**src/rtl/cby_param_cfg.sv**
```systemverilog
// Purpose  : Y-channel connection block. Tracks pass straight through; NUM_IPIN pin muxes tap the channel.
// Latency  : pass-through and ipin paths are combinational; cfg read data/err 1 cycle after transfer.
// Backpress: cfg_ready low in RESET and COMMIT; requester must hold cfg_valid until accepted.
//
// Ports:
//   prog_clk / prog_reset            config clock, synchronous active-high reset
//   chany_{bottom,top}_in/_out       CHAN_W tracks each way; outputs are the opposite side's inputs
//   ipin_out[NUM_IPIN]               grid pin drivers, muxed by the active select registers
//   cfg_valid/ready/we/addr/wdata    addressed shadow read/write port (valid-ready)
//   cfg_commit                       copy every shadow select into the active set
//   cfg_rdata/rvalid/err/pending     read return, out-of-range pulse, shadow-dirty flag
module cby_param_cfg #(
  parameter  int CHAN_W   = 9,
  parameter  int NUM_IPIN = 5,
  parameter  int MUX_SIZE = 6,
  parameter  int STRIDE   = 1,
  localparam int SEL_W    = $clog2(MUX_SIZE),
  localparam int ADDR_W   = (NUM_IPIN > 1) ? $clog2(NUM_IPIN) : 1
) (
  input  logic              prog_clk,
  input  logic              prog_reset,
  input  logic [CHAN_W-1:0] chany_bottom_in,
  input  logic [CHAN_W-1:0] chany_top_in,
  output logic [CHAN_W-1:0] chany_bottom_out,
  output logic [CHAN_W-1:0] chany_top_out,
  output logic [NUM_IPIN-1:0] ipin_out,
  input  logic              cfg_valid,
  output logic              cfg_ready,
  input  logic              cfg_we,
  input  logic [ADDR_W-1:0] cfg_addr,
  input  logic [SEL_W-1:0]  cfg_wdata,
  input  logic              cfg_commit,
  output logic [SEL_W-1:0]  cfg_rdata,
  output logic              cfg_rvalid,
  output logic              cfg_err,
  output logic              cfg_pending
);

  // Mux input vector is padded to a power of two; padded slots read as 0 so
  // select codes >= MUX_SIZE drive the pin low without a separate compare.
  localparam int MUX_PAD = 1 << SEL_W;
  localparam logic [ADDR_W:0] NUM_IPIN_V = (ADDR_W+1)'(NUM_IPIN);

  typedef enum logic [1:0] {S_RESET, S_IDLE, S_COMMIT} state_t;

  state_t            r_state;
  state_t            w_state_nxt;
  logic              w_ready;
  logic              w_xfer;
  logic              w_addr_ok;
  logic              w_wr;
  logic              w_rd;
  logic              w_commit;
  logic [SEL_W-1:0]  r_shadow     [NUM_IPIN];
  logic [SEL_W-1:0]  r_active     [NUM_IPIN];
  logic [SEL_W-1:0]  w_shadow_nxt [NUM_IPIN];
  logic [MUX_PAD-1:0] w_mux_in    [NUM_IPIN];
  logic [SEL_W-1:0]  r_rdata;
  logic              r_rvalid;
  logic              r_err;
  logic              r_pending;

  // Pass-through tracks are plain wires, independent of reset and config.
  assign chany_bottom_out = chany_top_in;
  assign chany_top_out    = chany_bottom_in;

  // ---------------- control FSM ----------------
  always_ff @(posedge prog_clk) begin
    if (prog_reset) r_state <= S_RESET;
    else            r_state <= w_state_nxt;
  end

  always_comb begin
    w_state_nxt = r_state;
    w_ready     = 1'b0;
    case (r_state)
      S_RESET:  w_state_nxt = S_IDLE;
      S_IDLE: begin
        w_ready = 1'b1;
        if (cfg_commit) w_state_nxt = S_COMMIT;
      end
      S_COMMIT: w_state_nxt = S_IDLE;
      default:  w_state_nxt = S_RESET;
    endcase
  end

  assign cfg_ready = w_ready;
  assign w_commit  = (r_state == S_IDLE) && cfg_commit;
  assign w_xfer    = cfg_valid && w_ready;
  assign w_addr_ok = {1'b0, cfg_addr} < NUM_IPIN_V;
  assign w_wr      = w_xfer && cfg_we && w_addr_ok;
  assign w_rd      = w_xfer && !cfg_we && w_addr_ok;

  // Shadow contents after this edge; commit copies from here so a write
  // landing in the same cycle as the commit is included.
  always_comb begin
    for (int i = 0; i < NUM_IPIN; i++) begin
      w_shadow_nxt[i] = r_shadow[i];
      if (w_wr && (cfg_addr == ADDR_W'(i))) w_shadow_nxt[i] = cfg_wdata;
    end
  end

  // ---------------- config store ----------------
  always_ff @(posedge prog_clk) begin
    if (prog_reset) begin
      r_shadow  <= '{default: '0};
      r_active  <= '{default: '0};
      r_rdata   <= '0;
      r_rvalid  <= 1'b0;
      r_err     <= 1'b0;
      r_pending <= 1'b0;
    end else begin
      r_shadow <= w_shadow_nxt;
      r_rvalid <= w_rd;
      r_err    <= w_xfer && !w_addr_ok;
      if (w_rd) r_rdata <= r_shadow[cfg_addr];
      if (w_commit) begin
        r_active  <= w_shadow_nxt;
        r_pending <= 1'b0;
      end else if (w_wr) begin
        r_pending <= 1'b1;
      end
    end
  end

  assign cfg_rdata   = r_rdata;
  assign cfg_rvalid  = r_rvalid;
  assign cfg_err     = r_err;
  assign cfg_pending = r_pending;

  // ---------------- pin muxes ----------------
  // Input j of pin i taps track (i*STRIDE + j/2) mod CHAN_W: even j from the
  // bottom side, odd j from the top side.
  for (genvar gi = 0; gi < NUM_IPIN; gi++) begin : g_pin
    for (genvar gj = 0; gj < MUX_PAD; gj++) begin : g_tap
      if (gj < MUX_SIZE) begin : g_real
        localparam int T = (gi * STRIDE + gj / 2) % CHAN_W;
        if (gj % 2 == 0) begin : g_bot
          assign w_mux_in[gi][gj] = chany_bottom_in[T];
        end else begin : g_top
          assign w_mux_in[gi][gj] = chany_top_in[T];
        end
      end else begin : g_pad
        assign w_mux_in[gi][gj] = 1'b0;
      end
    end
    assign ipin_out[gi] = w_mux_in[gi][r_active[gi]];
  end

endmodule
```
**config.mk**
```make
export PLATFORM = sky130hd
export DESIGN_NAME = cby_param_cfg
export DESIGN_NICKNAME = d
export VERILOG_FILES = /design/src/rtl/cby_param_cfg.sv
export SDC_FILE = /design/constraint.sdc
export NUM_CORES = 1
export LEC_CHECK = 0
export BUFFER_PORTS_ARGS = -buffer_cell sky130_fd_sc_hd__buf_2
export CORE_ASPECT_RATIO = 1.2
export CORE_UTILIZATION = 40
export CTS_CLUSTER_SIZE = 16
export DETAILED_ROUTE_END_ITERATION = 7
export PLACE_DENSITY = 0.63
export RECOVER_POWER = 50
export SETUP_SLACK_MARGIN = 0.3
export SLEW_MARGIN = 10
export SYNTH_ARGS = -nofsm -noshare
export SYNTH_HDL_FRONTEND = slang
export SYNTH_SLANG_ARGS = --single-unit
```
**constraint.sdc**
```tcl
create_clock -name prog_clk -period 1.4 [get_ports prog_clk]
set_clock_uncertainty 0.1 [all_clocks]
set_input_delay 0 -clock prog_clk [delete_from_list [all_inputs] [get_ports prog_clk]]
set_output_delay 0 -clock prog_clk [all_outputs]
set_load 0.005 [all_outputs]
```
==> impl_metrics.env <==
export IMPL_outcome="finished with violations"
export IMPL_violations="setup timing"
export IMPL_yosysUniqueCellTypes=36
export IMPL_grt_pass1_vias=2097
export IMPL_grt_usage_pct=23.09
export IMPL_ant_nets=0
export IMPL_yosys_area_top_type="dfxtp_1"
export IMPL_coreArea_um2=5298
export IMPL_hold_violations=0
export IMPL_path_clk_slew_ns=0.08
export IMPL_top_layer_used="met4"
export IMPL_crit_end="ipin_out[4]"
export IMPL_synth_compound_area_share_pct=21.85
export IMPL_synth_xor_xnor_area_share_pct=0
export IMPL_power_total_mw=2.767
export IMPL_multi_input_area_um2=1501
export IMPL_io_pins=59
export IMPL_r2r_setup_slack_ns=-0.08
export IMPL_maxCapViolCount=0
export IMPL_synthMuxAreaShare_pct=13.00
export IMPL_setup_violations_final=29
export IMPL_maxSlewHeadroom_pct=60.85
export IMPL_avgSynthCellArea_um2=9.421
export IMPL_grt_pass1_wl_mm=10.88
export IMPL_port_buffers=50
export IMPL_drive_gt1_share_pct=55.56
export IMPL_cts_buffer_depth=2
export IMPL_syn_to_final_growth_pct=53.06
export IMPL_syn_num_nets=263
export IMPL_hold_path_class="input port to primary output"
export IMPL_antenna_found_initial=0
export IMPL_critPathKind="flip-flop to primary output"
export IMPL_via_per_inst=6.193
export IMPL_synth_top_family_by_area="compound AO/OA/AOI/OAI gates"
export IMPL_power_density_nw_per_um2=820.1
export IMPL_crit_arrival_ns=1.54
export IMPL_die_height_um=83.33
export IMPL_timing_fmax_mhz=610.4
export IMPL_first_pass_iters=4
export IMPL_initial_core_util_pct=41.62
export IMPL_root_buffer="clkbuf_8"
export IMPL_synth_top_area_share_pct=34.51
export IMPL_start_kind="flip-flop"
export IMPL_vias=2279
export IMPL_crit_start="r_active[0]"
export IMPL_drc=0
export IMPL_dieWidth_um=69.77
export IMPL_synth_area_leaders="dfxtp_1 (35%), o211ai_1 (9.2%), buf_4 (7.2%)"
export IMPL_worstReg2RegEnd="r_active[0]"
export IMPL_fill_cells=412
export IMPL_cts_tree="built"
export IMPL_met3WireLength_um=346
export IMPL_cts_made_buffers=5
export IMPL_yosysSeqAreaShare_pct=34.51
export IMPL_row_count=29
export IMPL_worst_hold_slack_ns=0.07885
export IMPL_numClockSinks=38
export IMPL_drtIter0Drc=198
export IMPL_gr_total_overflow=0
export IMPL_rsz0062_at_grt="yes"
export IMPL_crit_path_end_kind="primary output"
export IMPL_worstPathRequired_ns=1.30
export IMPL_fin_crit_ns=1.638
export IMPL_synth_cells=234
export IMPL_synth_fa_ha_area_share_pct=0
export IMPL_rr_startpoint="r_state[1]"
export IMPL_seqCellArea_um2=777.0
export IMPL_p_leak_nw=1.185
export IMPL_wl_met1_mm=2.967
export IMPL_synth_warnings=0
export IMPL_cts_htree_levels=2
export IMPL_peakVddDrop_mv=0.6664
export IMPL_setup_ws_ns=-0.2382
export IMPL_dr_wl_met2_mm=3.850
export IMPL_ys_ff_latch=38
export IMPL_path_max_fanout=2
export IMPL_grt_max_degree=38
export IMPL_synth_simple_area_share_pct=20.43
export IMPL_r2r_cells=5
export IMPL_slew_viol_final=0
export IMPL_place_ws_ns=0.005627
export IMPL_place_hpwl_mm=3.977
export IMPL_wl_per_cell_um=19.81
export IMPL_clk_latency_ns=0.29
export IMPL_max_slew_worst_pin_slew_ns=0.5841
export IMPL_netlist_area_um2=2205
export IMPL_die_area_um2=5814
export IMPL_fin_nets=334
export IMPL_gp_congestion=0.8218
export IMPL_wl_mm=7.289
export IMPL_timing_final_crit_share_pct=117.0
export IMPL_antenna_cells=0
-- registers in the layout, summed over array words and instances, names as in the netlist --
register	flops
cfg_rdata	3
r_state	2
r_shadow	15
cfg_err	1
r_active	15
cfg_rvalid	1
cfg_pending	1
-- worst max-delay path, cell delays in order (launching register included) --
cell and delay [ns]:
dfxtp_2 0.36, mux4_2 0.50, mux2_2 0.27, buf_2 0.13
-- how the worst min path moves through the flow --
stage / start / end / depth (start not counted)
floorplan: chany_top_in[0] / chany_bottom_out[0] / 1
global placement: chany_bottom_in[8] / chany_top_out[8] / 0
detailed placement: chany_bottom_in[8] / chany_top_out[8] / 0
CTS: cfg_addr[2] / r_shadow[12] / 4
global route: chany_bottom_in[6] / chany_top_out[6] / 2
finish: chany_top_in[6] / chany_bottom_out[6] / 2
-- cells in the mapped netlist --
library cell	n
nor2_2	1
and2_1	1
nand3_1	13
mux4_2	5
o211ai_2	3
or3b_4	3
nor4bb_1	1
and4bb_2	2
a21oi_1	20
or3_4	1
o21a_1	1
nand4b_1	1
dfxtp_1	38
buf_6	2
nor2_1	6
mux2_2	11
nor3_1	1
buf_2	3
nand3b_1	17
a22oi_1	1
nor2b_1	3
a311oi_1	2
nor3b_2	2
nor3_2	1
a211oi_1	2
and4b_1	1
clkbuf_1	8
mux2i_1	5
o21ai_2	1
o21ai_0	15
nand4_1	3
buf_4	21
o211ai_1	27
and3b_1	1
nand2_1	10
a222oi_1	1
-- cells in the final DEF, fill, tap and decap left out, types with 7 or more instances in the layout --
| master | synthesis | final |
|---|---|---|
| buf_2 | 3 | 38 |
| mux2_2 | 11 | 9 |
| buf_6 | 2 | 12 |
| dlygate4sd3_1 | 0 | 9 |
| nand3b_1 | 17 | 17 |
| dfxtp_1 | 38 | 31 |
| o211ai_1 | 27 | 27 |
| clkbuf_1 | 8 | 10 |
| o21ai_1 | 0 | 8 |
| a21oi_2 | 0 | 15 |
| buf_4 | 21 | 15 |
| nand3_2 | 0 | 7 |
-- metal layers --
metal	vias up	global-route usage, %
li1	1033	-
met1	1124	30.04
met2	107	38.11
met3	15	3.277
met4	0	9.455
met5	-	0
-- timing repair --
| action | 4_1_cts | 5_1_grt |
|---|---|---|
| cloned | 6 | 2 |
| resized for setup | 54 | 37 |
| endpoints found under the hold margin | 22 | 0 |
| setup endpoints to repair | 41 | 42 |
| pin swaps | 19 | 29 |
| buffers inserted | 9 | 6 |
| hold buffers | 9 | 0 |
-- power by group --
group          switching [mW]  internal (mW)  leakage [nW]
combinational           0.238          0.243         0.803
clock                   0.424          0.761        0.0714
sequential             0.0137           1.09         0.311
-- kinds of logic (layout without fill, tap and decap cells) --
kind of cell,count (synthesis),after routing
and+or+nand+nor,68,69
DFF,38,38
muxes,21,21
AOI/OAI and AO/OA,73,73
buffers and inverters,34,105
-- metrics by stage --
| step | setup TNS [ns] | cell area [um2] | util [%] | instances |
|---|---|---|---|---|
| 5_1_grt | -3.161 | 3374 | 63.70 | 368 |
| 4_1_cts | -1.148 | 3144 | 59.35 | 360 |
| 2_1_floorplan | 0 | 2231 | - | 234 |
| 3_5_place_dp | 0 | 2475 | 46.72 | 328 |
| 6_report | -1.975 | 3374 | 63.70 | 368 |
| 3_3_place_gp | 0 | 2475 | 46.72 | 328 |
-- area by class of cell --
class / count / share of cell area [%]
tap: 62 / 2.299
multi-input combinational: 163 / 44.49
clock buffer: 6 / 2.447
clock inverter: 2 / 1.780
sequential: 38 / 23.03
timing repair buffer: 97 / 25.95
(Power assumes the default switching activity.)
